$ cat src/rtl/sw_control.sv
// sw_control: sequencing controller for the stopwatch counter/display datapath.
// Conditions the raw user inputs, runs the RUN/PAUSED/ADJUST mode machine and
// produces every timing pulse the datapath consumes.
//
// Ports:
//   clk       system clock
//   RESET     asynchronous, active-high reset
//   PAUSE     raw pause pushbutton (synchronized + debounced)
//   ADJ       raw adjust-mode switch (synchronized)
//   SEL       raw field select, 0 = minutes, 1 = seconds (synchronized)
//   sec_en    one-cycle pulse: increment seconds field
//   min_en    one-cycle pulse: increment minutes field (ADJUST only)
//   adj_mode  high while in ADJUST
//   blink     blanking phase for the selected field in ADJUST
//   scan_en   one-cycle pulse: advance display digit
//   scan_idx  current display digit, 0..3
//   paused    pause flag
//   cnt_clr   one-cycle pulse: clear datapath counters
//
// Optional feature macro: SW_LONGPRESS_CLR_EN (long PAUSE press clears the
// counters). When undefined, cnt_clr is constant 0 and LONG_CYCLES is unused.
module sw_control #(
  parameter int unsigned DIV_1HZ     = 100000000,
  parameter int unsigned DIV_2HZ     = 50000000,
  parameter int unsigned DIV_SCAN    = 100000,
  parameter int unsigned DB_CYCLES   = 1000000,
  parameter int unsigned LONG_CYCLES = 200000000
) (
  input  logic       clk,
  input  logic       RESET,
  input  logic       PAUSE,
  input  logic       ADJ,
  input  logic       SEL,
  output logic       sec_en,
  output logic       min_en,
  output logic       adj_mode,
  output logic       blink,
  output logic       scan_en,
  output logic [1:0] scan_idx,
  output logic       paused,
  output logic       cnt_clr
);

  localparam int unsigned C1_W = (DIV_1HZ   > 1) ? $clog2(DIV_1HZ)   : 1;
  localparam int unsigned C2_W = (DIV_2HZ   > 1) ? $clog2(DIV_2HZ)   : 1;
  localparam int unsigned CS_W = (DIV_SCAN  > 1) ? $clog2(DIV_SCAN)  : 1;
  localparam int unsigned DB_W = (DB_CYCLES > 1) ? $clog2(DB_CYCLES) : 1;

  typedef enum logic [1:0] {
    ST_RUN     = 2'd0,
    ST_PAUSED  = 2'd1,
    ST_ADJUST  = 2'd2
  } state_t;

  state_t            state, state_nx;
  logic [1:0]        pause_sync, adj_sync, sel_sync;
  logic              pause_s, adj_s, sel_s;
  logic              db_level;
  logic [DB_W-1:0]   db_cnt;
  logic              pause_rise_c;
  logic              long_clr_c;
  logic              paused_nx;
  logic [C1_W-1:0]   cnt1, cnt1_nx;
  logic [C2_W-1:0]   cnt2, cnt2_nx;
  logic [CS_W-1:0]   cnts;
  logic              run_stay_c, adj_stay_c, wrap1_c, wrap2_c, wraps_c;

  assign pause_s = pause_sync[1];
  assign adj_s   = adj_sync[1];
  assign sel_s   = sel_sync[1];

  // 2-FF synchronizers for all three raw inputs
  always_ff @(posedge clk or posedge RESET) begin
    if (RESET) begin
      pause_sync <= '0;
      adj_sync   <= '0;
      sel_sync   <= '0;
    end else begin
      pause_sync <= {pause_sync[0], PAUSE};
      adj_sync   <= {adj_sync[0], ADJ};
      sel_sync   <= {sel_sync[0], SEL};
    end
  end

  // Debouncer: level follows the synced input only after DB_CYCLES
  // consecutive differing cycles; any agreement restarts the count.
  always_ff @(posedge clk or posedge RESET) begin
    if (RESET) begin
      db_level <= 1'b0;
      db_cnt   <= '0;
    end else if (pause_s != db_level) begin
      if (db_cnt == DB_W'(DB_CYCLES - 1)) begin
        db_level <= pause_s;
        db_cnt   <= '0;
      end else begin
        db_cnt <= db_cnt + DB_W'(1);
      end
    end else begin
      db_cnt <= '0;
    end
  end

  // Rising edge of the debounced level, aligned with the edge that sets it
  assign pause_rise_c = pause_s & ~db_level & (db_cnt == DB_W'(DB_CYCLES - 1));

`ifdef SW_LONGPRESS_CLR_EN
  localparam int unsigned LONG_W = (LONG_CYCLES > 1) ? $clog2(LONG_CYCLES) : 1;

  logic [LONG_W-1:0] long_cnt;
  logic              long_done;

  assign long_clr_c = db_level & ~long_done & (long_cnt == LONG_W'(LONG_CYCLES - 1));

  // Long-press timer: fires once per press, re-arms on release
  always_ff @(posedge clk or posedge RESET) begin
    if (RESET) begin
      long_cnt  <= '0;
      long_done <= 1'b0;
    end else if (!db_level) begin
      long_cnt  <= '0;
      long_done <= 1'b0;
    end else if (!long_done) begin
      if (long_clr_c) begin
        long_cnt  <= '0;
        long_done <= 1'b1;
      end else begin
        long_cnt <= long_cnt + LONG_W'(1);
      end
    end
  end
`else
  logic unused_long;

  assign long_clr_c  = 1'b0;
  assign unused_long = (LONG_CYCLES == 32'd0);
`endif

  // State register and pause flag
  always_ff @(posedge clk or posedge RESET) begin
    if (RESET) begin
      state  <= ST_RUN;
      paused <= 1'b0;
    end else begin
      state  <= state_nx;
      paused <= paused_nx;
    end
  end

  // Next state, pause flag and divider next values
  always_comb begin
    paused_nx  = paused;
    state_nx   = state;
    run_stay_c = 1'b0;
    adj_stay_c = 1'b0;
    wrap1_c    = 1'b0;
    wrap2_c    = 1'b0;
    cnt1_nx    = '0;
    cnt2_nx    = '0;

    // Forced clear overrides the toggle from the same press
    if (long_clr_c) begin
      paused_nx = 1'b0;
    end else if (pause_rise_c) begin
      paused_nx = ~paused;
    end

    case (state)
      ST_RUN:    if (paused_nx)  state_nx = ST_PAUSED;
      ST_PAUSED: if (!paused_nx) state_nx = ST_RUN;
      ST_ADJUST: state_nx = paused_nx ? ST_PAUSED : ST_RUN;
      default:   state_nx = ST_RUN;
    endcase

    // ADJ wins over any simultaneous pause event
    if (adj_s) state_nx = ST_ADJUST;

    // Dividers only count while staying in their mode, so leaving a mode
    // discards the partial period and entering one starts from zero.
    run_stay_c = (state == ST_RUN) && (state_nx == ST_RUN);
    adj_stay_c = (state == ST_ADJUST) && (state_nx == ST_ADJUST);
    wrap1_c    = run_stay_c && (cnt1 == C1_W'(DIV_1HZ - 1));
    wrap2_c    = adj_stay_c && (cnt2 == C2_W'(DIV_2HZ - 1));

    if (run_stay_c && !wrap1_c) cnt1_nx = cnt1 + C1_W'(1);
    if (adj_stay_c && !wrap2_c) cnt2_nx = cnt2 + C2_W'(1);
  end

  assign wraps_c = (cnts == CS_W'(DIV_SCAN - 1));

  // Dividers and registered outputs
  always_ff @(posedge clk or posedge RESET) begin
    if (RESET) begin
      cnt1     <= '0;
      cnt2     <= '0;
      cnts     <= '0;
      sec_en   <= 1'b0;
      min_en   <= 1'b0;
      adj_mode <= 1'b0;
      blink    <= 1'b0;
      scan_en  <= 1'b0;
      scan_idx <= 2'd0;
      cnt_clr  <= 1'b0;
    end else begin
      cnt1     <= cnt1_nx;
      cnt2     <= cnt2_nx;
      cnts     <= wraps_c ? '0 : cnts + CS_W'(1);
      sec_en   <= wrap1_c | (wrap2_c & sel_s);
      min_en   <= wrap2_c & ~sel_s;
      adj_mode <= (state_nx == ST_ADJUST);
      blink    <= (state_nx == ST_ADJUST) && (cnt2_nx < C2_W'(DIV_2HZ / 2));
      scan_en  <= wraps_c;
      if (wraps_c) scan_idx <= scan_idx + 2'd1;
      cnt_clr  <= long_clr_c;
    end
  end

endmodule
$ cat config.mk
export PLATFORM = sky130hd
export DESIGN_NAME = sw_control
export DESIGN_NICKNAME = d
export VERILOG_FILES = /design/src/rtl/sw_control.sv
export SDC_FILE = /design/constraint.sdc
export NUM_CORES = 1
export LEC_CHECK = 0
export ABC_AREA = 1
export ABC_CLOCK_PERIOD_IN_PS = 8300
export CORE_AREA = 4 4 94 185
export DETAILED_ROUTE_END_ITERATION = 10
export DIE_AREA = 0 0 98 189
export GPL_TIMING_DRIVEN = 0
export PLACE_DENSITY = 0.64
export SYNTH_ARGS = -nofsm -noshare
export SYNTH_HDL_FRONTEND = slang
export SYNTH_SLANG_ARGS = --single-unit
$ cat constraint.sdc
create_clock -name clk -period 8.3 [get_ports clk]
set_input_delay 1.66 -clock clk [delete_from_list [all_inputs] [get_ports clk]]
set_output_delay 1.66 -clock clk [all_outputs]
set_load 0.02 [all_outputs]
==> results.cfg <==
[power]
seq_power_share_pct = 51.5
power_frac_clock_pct = 44.8
swShare_pct = 25.8
p_int_w = 0.000761
p_switching_w = 0.000264
p_comb_share_pct = 3.7
ir_drop_uv = 130
pwr_density_cell_mw_per_mm2 = 152
p_leak_nw = 2.86

[sta]
tightest_slew_ps = 605
min_period_ps = 3070
finalSetupViolCount = 0
finalHoldViolations = 0
rsz0062_at_grt = false
skew_ps = 14.0
slew_headroom_pct = 59.7
fin_crit_sh_pct = 37.0
hold_ws_ps = 350
fin_setup_tns_ps = 0
fmax_mhz = 326
fin_ws_ps = 5230
slew_violations = 0

[global_routing]
grtUsageTotal_pct = 13.8
first_global_vias = 4507
grt_pass1_wl_mm = 21.3
antenna_found_initial = 0
grt_overflow = 0
grt_max_degree = 62

[synth]
ys_warn_count = 0
ys_ff_latch = 107
avgSynthCellArea_um2 = 8.29
synthesis.nets = 733
synth-seq-area-share_pct = 44.7
synthArstFlopShare_pct = 100
synth_area_mm2 = 0.00599
synth_cell_type_count = 41
synth_edf_count = 0
synth_top_flop_cell = dfrtp_1
syn_inst = 723

[place]
place_congestion = 0.913
hpwl_mm = 8.89
dp.cells = 940
dp_slack_ps = 5400
port_buffers = 12

[setup_path]
cp_slowest_cell = clkdlybuf4s50_1
worstRegToRegCells = 13
worst-setup-path-type = reg -> out
r2r_end = blink$_DFF_PP0_
crit_start = paused$_DFF_PP0_
cpPeakStageDelay_ps = 630
cp-end-kind = output pin
worstPathCellList = clkdlybuf4s50_1
timing.rr.start = cnt2[0]$_DFF_PP0_
worstSetupStartpointType = flip-flop
path_buf_inv = 1
r2r_slack_ps = 6180
critPathMaxFanout = 3
critical-path-top-delay-family = buffers and inverters
crit_arrival_ps = 1410
required_ps = 6640

[clocking]
cts_tree = built
root_buffer = clkbuf_16
clk_pin_slew_worst_paths_ps = 90
cts_made_buffers = 9
cts_buffer_depth = 2
cts_max_level = 3
post_cts_buffers = 0
cts_sinks = 107
cts_resized = 0
postCtsHoldBufs = 0
clkLatencyLatePin_ps = 360

[hold_path]
hold_start = pause_sync[0]$_DFF_PP0_
holdPathStages = 0
min_path_type = reg -> reg
min_to = pause_sync[1]$_DFF_PP0_

[detailed_routing]
drt_first_pass_iters = 4
ant_nets = 0
vias = 4556
post_drt_via_cell_ratio = 4.77
drt-total-wl_mm = 11.8
wire_per_inst_um = 12.3
first_iter_violations = 193
drc = 0

[die]
initial_core_util_pct = 37.2
io_pins = 14
fp.dieW_um = 98
core_mm2 = 0.0161
die_y_um = 189
die_area_mm2 = 0.0185
placementRows = 66

[status]
status = finished, final reports clean

[finish]
fillCellCount = 1612
antenna-diode-count = 0
fin_nets = 757
drive_gt1_share_pct = 14.1
syn2layout_area_growth_pct = 12.3
final_cells = 956

[flow_run]
maxCapViolations = 0
[synthesized netlist by cell type (2+ instances only)]
| library cell | count | area (um^2) |
|---|---|---|
| o21ai_0 | 10 | 50.1 |
| nor3_1 | 18 | 90.1 |
| nand3_2 | 2 | 20.0 |
| nand3b_1 | 4 | 30.0 |
| inv_2 | 3 | 11.3 |
| nand3b_4 | 2 | 40.0 |
| nor2_4 | 27 | 304 |
| xor2_1 | 36 | 315 |
| nand2_2 | 14 | 87.6 |
| clkbuf_1 | 2 | 7.51 |
| a31oi_1 | 3 | 18.8 |
| nand3_1 | 30 | 150 |
| nand4_2 | 4 | 50.1 |
| buf_12 | 2 | 40.0 |
| o21bai_1 | 2 | 15.0 |
| nor2_2 | 20 | 125 |
| nor3b_1 | 2 | 15.0 |
| dfrtp_1 | 107 | 2680 |
| nor3_2 | 3 | 30.0 |
| nor4_1 | 10 | 62.6 |
| nor3_4 | 2 | 32.5 |
| ha_1 | 5 | 62.6 |
| nor4_2 | 2 | 25.0 |
| a21oi_1 | 16 | 80.1 |
| inv_1 | 98 | 368 |
| nand2_1 | 140 | 526 |
| nor2_1 | 114 | 428 |
| xnor2_1 | 9 | 78.8 |
| nand4_1 | 19 | 119 |
| o21ai_1 | 6 | 30.0 |
[cell usage in the layout (no fill, tap or decap), drive strengths merged]
master / n
nand4: 24
a221oi: 1
and2: 1
a31oi: 3
or2: 1
ha: 5
o21bai: 2
a21oi: 16
xnor2: 9
inv: 105
nand2: 155
nand3: 32
buf: 6
nor3: 23
nor4: 12
xor2: 36
clkbuf: 11
nand3b: 6
clkinv: 3
o21a: 1
nor3b: 2
conb: 1
nor2: 161
clkdlybuf4s50: 12
o21ai: 17
dfrtp: 107
[through the flow]
step / util, % / cell area, um^2 / power (W)
6_report: 41.8 / 6730 / 0.00102
5_1_grt: 41.8 / 6730 / 0.00107
4_1_cts: 41.8 / 6730 / 0.00104
3_5_place_dp: 39.7 / 6400 / 0.000578
3_3_place_gp: 39.6 / 6370 / 0.000575
2_1_floorplan: - / 5990 / 0.000565
[layout make-up]
class                           count  area, um^2  area share, %
Inverter                          101         382           5.67
Multi-Input combinational cell    508        2870           42.6
Timing Repair Buffer               13         148           2.19
Buffer                              7        71.3           1.06
Sequential cell                   107        2680           39.8
Tap cell                          204         255           3.79
Clock buffer                        9         225           3.35
Clock inverter                      7         104           1.54
[power by group through the flow]
stage / Sequential, W / Combinational (W) / Clock (W)
after global routing: 0.000528 / 0.0000436 / 0.000496
after detailed placement: 0.000538 / 0.0000395 / 0
final: 0.000528 / 0.0000380 / 0.000459
after global placement: 0.000538 / 0.0000373 / 0
after CTS: 0.000528 / 0.0000396 / 0.000473
after floorplan: 0.000538 / 0.0000262 / 0
[kinds of logic (layout without fill, tap and decap cells)]
group	count (synthesis)	count (layout)	share of synthesized area [%]
compound gates	40	40	3.78
xor+xnor	45	45	6.57
fa+ha+maj	5	5	1.04
buf+inv	108	137	7.51
flops	107	107	44.7
other cells	1	1	0.0626
simple gates	417	417	36.4
[flip-flops by register name, indices dropped and copies added (netlist names), 2 cells and up]
name	flops
cnt1	27
cnt2	26
db_cnt	20
cnts	17
adj_sync	2
pause_sync	2
scan_idx	2
sel_sync	2
state	2
[how the worst max path moves through the flow]
stage | endpoint | slack [ps] | cells past startpoint
detailed placement | blink$_DFF_PP0_ | 5400 | 3
global placement | cnt2[15]$_DFF_PP0_ | 2130 | 2
floorplan | adj_mode$_DFF_PP0_ | 3820 | 1
global route | paused | 5190 | 1
finish | paused | 5230 | 1
CTS | paused | 5220 | 1
[routing by layer]
layer,track usage (%),part of all wire [%],up-vias,routed length [um]
met1,19.2,48,2143,5650
met2,22.3,48,73,5630
met4,3.63,1.3,0,156
met5,0,0,-,0
met3,2.40,2.8,13,331
li1,-,-,2327,-
(Power assumes the default switching activity.)
